===== src/rtl/dwt_lift_rowpair.sv =====
// Row-pair integer-lifting Haar stage: buffers the even row, emits one (s,d) per column as the odd row streams in.
// Output latency 1 cycle after each odd-row accept; output register holds under out_ready=0 and stalls input.
module dwt_lift_rowpair #(
  parameter int DATA_W = 8,
  parameter int LENGTH = 256,
  parameter int ROWS   = 256
) (
  input  logic              clk,
  input  logic              reset,
  input  logic              mode,
  input  logic              in_valid,
  output logic              in_ready,
  input  logic [DATA_W:0]   in_data,
  output logic              out_valid,
  input  logic              out_ready,
  output logic [DATA_W-1:0] out_s,
  output logic [DATA_W:0]   out_d,
  output logic              busy,
  output logic              pair_done,
  output logic              frame_done
);

  localparam int COL_W = $clog2(LENGTH);
  localparam int RP_W  = (ROWS > 2) ? $clog2(ROWS / 2) : 1;
  localparam logic [COL_W-1:0] COL_LAST = COL_W'(LENGTH - 1);
  localparam logic [RP_W-1:0]  RP_LAST  = RP_W'(ROWS / 2 - 1);

  typedef enum logic [1:0] {FILL, PAIR, DRAIN} state_t;

  state_t            state_q;
  logic [COL_W-1:0]  col_q;
  logic [RP_W-1:0]   row_pair_q;
  logic              mode_q;
  logic              rdy_en_q;
  logic              busy_q;
  logic              pair_done_q;
  logic              frame_done_q;
  logic              out_valid_q;
  logic [DATA_W-1:0] out_s_q;
  logic [DATA_W:0]   out_d_q;
  logic [DATA_W-1:0] line_q [LENGTH];

  logic              accept;
  logic              out_take;
  logic [DATA_W-1:0] buf_rd;
  logic [DATA_W-1:0] pix_in;
  logic [DATA_W:0]   fwd_d;
  logic [DATA_W-1:0] fwd_s;
  logic [DATA_W-1:0] inv_b;
  logic [DATA_W-1:0] inv_a;
  logic [DATA_W-1:0] s_d;
  logic [DATA_W:0]   d_d;

  assign in_ready = rdy_en_q &&
                    ((state_q == FILL) || ((state_q == PAIR) && (!out_valid_q || out_ready)));
  assign accept   = in_valid && in_ready;
  assign out_take = out_valid_q && out_ready;

  assign buf_rd = line_q[col_q];
  assign pix_in = in_data[DATA_W-1:0];

  // Only the low DATA_W bits of s/a/b survive, so the floor-halving of d is just d[DATA_W:1] mod 2^DATA_W.
  assign fwd_d = {1'b0, buf_rd} - {1'b0, pix_in};
  assign fwd_s = pix_in + fwd_d[DATA_W:1];
  assign inv_b = buf_rd - in_data[DATA_W:1];
  assign inv_a = in_data[DATA_W-1:0] + inv_b;

  assign s_d = mode_q ? inv_a : fwd_s;
  assign d_d = mode_q ? {1'b0, inv_b} : fwd_d;

  always_ff @(posedge clk) begin
    if (state_q == FILL && accept) begin
      line_q[col_q] <= pix_in;
    end
  end

  always_ff @(posedge clk or posedge reset) begin
    if (reset) begin
      state_q      <= FILL;
      col_q        <= '0;
      row_pair_q   <= '0;
      mode_q       <= 1'b0;
      rdy_en_q     <= 1'b0;
      busy_q       <= 1'b0;
      pair_done_q  <= 1'b0;
      frame_done_q <= 1'b0;
      out_valid_q  <= 1'b0;
      out_s_q      <= '0;
      out_d_q      <= '0;
    end else begin
      rdy_en_q     <= 1'b1;
      pair_done_q  <= 1'b0;
      frame_done_q <= 1'b0;
      if (accept && !busy_q) begin
        busy_q <= 1'b1;
      end
      if (out_take) begin
        out_valid_q <= 1'b0;
      end
      case (state_q)
        FILL: begin
          if (accept) begin
            if (col_q == '0) begin
              mode_q <= mode;
            end
            if (col_q == COL_LAST) begin
              col_q   <= '0;
              state_q <= PAIR;
            end else begin
              col_q <= col_q + COL_W'(1);
            end
          end
        end
        PAIR: begin
          if (accept) begin
            out_valid_q <= 1'b1;
            out_s_q     <= s_d;
            out_d_q     <= d_d;
            if (col_q == COL_LAST) begin
              col_q   <= '0;
              state_q <= DRAIN;
            end else begin
              col_q <= col_q + COL_W'(1);
            end
          end
        end
        DRAIN: begin
          if (!out_valid_q || out_take) begin
            pair_done_q <= 1'b1;
            state_q     <= FILL;
            if (row_pair_q == RP_LAST) begin
              frame_done_q <= 1'b1;
              busy_q       <= 1'b0;
              row_pair_q   <= '0;
            end else begin
              row_pair_q <= row_pair_q + RP_W'(1);
            end
          end
        end
        default: state_q <= FILL;
      endcase
    end
  end

  assign out_valid  = out_valid_q;
  assign out_s      = out_s_q;
  assign out_d      = out_d_q;
  assign busy       = busy_q;
  assign pair_done  = pair_done_q;
  assign frame_done = frame_done_q;

endmodule


===== config.mk =====
export PLATFORM = sky130hd
export DESIGN_NAME = dwt_lift_rowpair
export DESIGN_NICKNAME = d
export VERILOG_FILES = /design/src/rtl/dwt_lift_rowpair.sv
export SDC_FILE = /design/constraint.sdc
export NUM_CORES = 2
export LEC_CHECK = 0
export ABC_AREA = 1
export CAP_MARGIN = 25
export CORE_UTILIZATION = 29
export CTS_CLUSTER_SIZE = 12
export DETAILED_ROUTE_END_ITERATION = 8
export HOLD_SLACK_MARGIN = 0.15
export PLACE_DENSITY = 0.43
export SYNTH_ARGS = -nofsm -noshare
export SYNTH_HDL_FRONTEND = slang
export SYNTH_SLANG_ARGS = --single-unit

===== constraint.sdc =====
create_clock -name clk -period 4.4 [get_ports clk]
set_input_delay 0.88 -clock clk [delete_from_list [all_inputs] [get_ports clk]]
set_output_delay 0.88 -clock clk [all_outputs]
set_load 0.02 [all_outputs]

==> impl_results.md <==
* Initial Utilization at 0.292
* Core area at 0.288 mm²
* R2r setup slk at -0.93 ns
* Period utilization at 1.21
* Final Hold Vio Count at 0
* Post-route DRC violation count at 0
* CTS sink cnt at 2088
* M2 GR Usage at 0.313
* Sequential fraction of the synthesis area at 0.744
* Synth top area cells: edfxtp_1, nor2_1, o21ai_0
* Max Slew Vio Count at 0
* Inst Count DP at 11200
* Most frequent cells in the layout: edfxtp_1, nor2_1, buf_4, o21ai_0, nand2_1
* Mux contribution to synthesized area at 0
* Synth Area in Adders at 0.00474
* Synthesized Nets at 6790
* Largest area contributor in the netlist: edfxtp_1
* Worst Path Required at 5.20 ns
* Met3 usage at 0.0308
* Relative slew slack at 0.231
* Worst-skew pair later-pin latency at 0.91 ns
* CP Buf/Inv Count at 7
* Least-Margin Pin Slew at 1.15 ns
* Busiest grt layer: met2
* Post-synthesis register bit count at 2088
* Full die area at 0.292 mm²
* Die Y at 540 µm
* First-pass GRT wire length at 415000 µm
* Most common cell on crit path: nand2_1
* Routability cong. at 0.854
* Post-synthesis compound-gate area fraction at 0.109
* Yosys cell types at 44
* Clock Path Buffers at 4
* Clk pwr share at 0.301
* DRT antenna net count at 0
* Worst path max stage delay at 0.45 ns
* Root Buffer: clkbuf_16
* Overall Global Routing Usage at 0.195
* DP Wirelength at 187000 µm
* Max IR drop VDD at 0.350 mV
* Unrepaired setup endpoints after global routing: true
* Via count at 57400
* Async set-reset flop share out of synthesis at 0.0192
* Worst-path clk slew at 0.06 ns
* Failing checks: setup timing
* Final Net Count at 7704
* Final setup viols at 11
* Worst setup path class: reg -> reg
* Setup ws final at -0.931 ns
* Largest family of logic cells by synthesized area: compound AO/OA/AOI/OAI gates
* GR met1 Demand/Resource at 0.275
* Status: complete, but fails checks
* Slowest cell on the critical path: dfrtp_4
* Clock Skew at 0.0647 ns
* Number of enable flip-flop cells after synthesis at 2048
* Internal power at 40.2 mW
* Via-per-instance ratio at 4.94
* Overflow after GRT at 0
* Share of layout cells above drive strength 1 at 0.194
* Sw Pwr at 20.6 mW
* Tmin final at 5.33 ns
* Arr. time, crit path at 6.13 ns
* Power per cell area at 581 mW/mm²
* PortBufs at 35
* Die width at 540 µm
* Upper clock frequency limit at 188 MHz
* Syn. warnings at 0
* MaxCap Viol Count at 0
* Num CTS Buffers at 229
* Switching portion of total power at 0.339
* Synthesized area at 0.0840 mm²
* Sequential share of power at 0.361
* IO Pins at 36
* CP Capture Type: register
* Filler-free cell count of the finished design at 11600
* DR iter-0 viols at 5508
* CP top delay family: simple AND/OR/NAND/NOR gates
* Pre-antenna DRT Iters at 5
* Rows at 197
* Cells after Synth at 6746
* Initial antenna violation count at 13
* Commonest register cell after synthesis: edfxtp_1
* Comb pwr share at 0.338
* Leak Pwr at 36.4 nW
* Hold_buf cts at 0
* Final wirelength at 290000 µm
* Pin count of the biggest net entering global routing at 192
* Commonest non-fill, non-tap cell in the layout: edfxtp_1
* H-tree depth at 4
* Post-synthesis xor/xnor area fraction at 0.00146
* CP max FO at 8
* Mean Syn Cell Area at 12.4 µm²
* Hold Slack at 0.350 ns
* Number of global-route vias before repair at 56100
* Yosys top cell area share at 0.732
* Mean routed wirelength per cell at 25.0 µm
* Critical Path Start Type: register
* Post-synthesis simple-gate area fraction at 0.107
* HP Class: in -> async
* CTS tree: yes
* Synth-to-Final Area Change at 24.7%
==> path summary, 6_finish.rpt <==
kind                                from        endpoint  cells after the start
min in group clk              in_data[1]  line_q[202][1]                      1
setup reg to reg                col_q[0]        out_s[7]                     35
hold / removal                     reset        out_s[7]                      2
setup / recovery                col_q[0]        out_s[7]                     35
hold reg to reg            row_pair_q[6]   row_pair_q[6]                      1
max in group asynchronous          reset        col_q[1]                      3
==> per-stage QoR <==
step	area (µm²)	total power [mW]	utilization	setup TNS, ns	setup WS, ns
finish	105000	60.8	0.364	-4.94	-0.931
global route	105000	63.3	0.364	-7.01	-1.16
CTS	104000	61.0	0.363	-4.46	-0.901
detailed placement	96100	41.4	0.334	-10.05	-1.45
global placement	96000	41.5	0.334	-10.79	-1.59
floorplan	84000	30.9	-	0	0.000460
==> what timing repair did <==
item	4_1_cts	5_1_grt
gates cloned	17	1
setup endpoints to repair	14	14
resized for setup	168	42
pin swaps	56	21
buffers inserted	32	5
==> worst register-to-register path, delay by kind of cell, from the launching register on <==
| family | cells | cell delay, ns |
|---|---|---|
| simple gates | 18 | 2.16 |
| xor+xnor | 1 | 0.16 |
| compound gates | 7 | 1.00 |
| flops | 1 | 0.45 |
| buf+inv | 7 | 0.98 |
| fa+ha+maj | 2 | 0.51 |
==> area by class of cell <==
class	count	area (µm²)
well taps	3781	4730
clock buffers	294	6060
clock inverters	103	885
flip-flops and latches	2088	62500
multi-input cells	4020	19400
fillers	28000	183000
repair buffers	1114	10300
diodes	5	12.5
inverters	205	808
repair inverters	2	27.5
==> cells in the mapped netlist (27+ instances only) <==
cell,instances
nand2_1,852
edfxtp_1,2048
nor2_1,1347
ha_1,27
buf_2,181
clkbuf_1,203
nand4_1,39
a41oi_1,35
a22o_1,43
o22ai_1,444
dfrtp_1,40
inv_1,198
a21oi_1,62
nand3_1,83
o21ai_0,895
o21ai_1,132
==> layer usage <==
layer	share of wire	wire, µm
met2	0.46	135000
met3	0.061	17700
met1	0.45	131000
met4	0.023	6780
met5	0	0
==> state kept, by name (all words and copies together), names as in the netlist, 2 cells and up <==
name / flops
line_q: 2048
state_q: 2
out_s: 8
out_d: 9
col_q: 8
row_pair_q: 7
==> kinds of logic after synthesis <==
| group | after synthesis |
|---|---|
| compound gates | 1641 |
| xor+xnor | 14 |
| fa+ha+maj | 30 |
| buf+inv | 638 |
| flops | 2088 |
| other cells | 1 |
| simple gates | 2334 |
==> power groups by stage <==
stage | sequential (mW) | combinational (mW) | clock, mW
floorplan | 22.4 | 8.52 | 0
global placement | 22.4 | 19.1 | 0
detailed placement | 22.4 | 19.0 | 0
CTS | 22.0 | 20.3 | 18.7
global route | 22.0 | 22.0 | 19.4
finish | 22.0 | 20.6 | 18.3
Power figures use the tool's default switching activity.
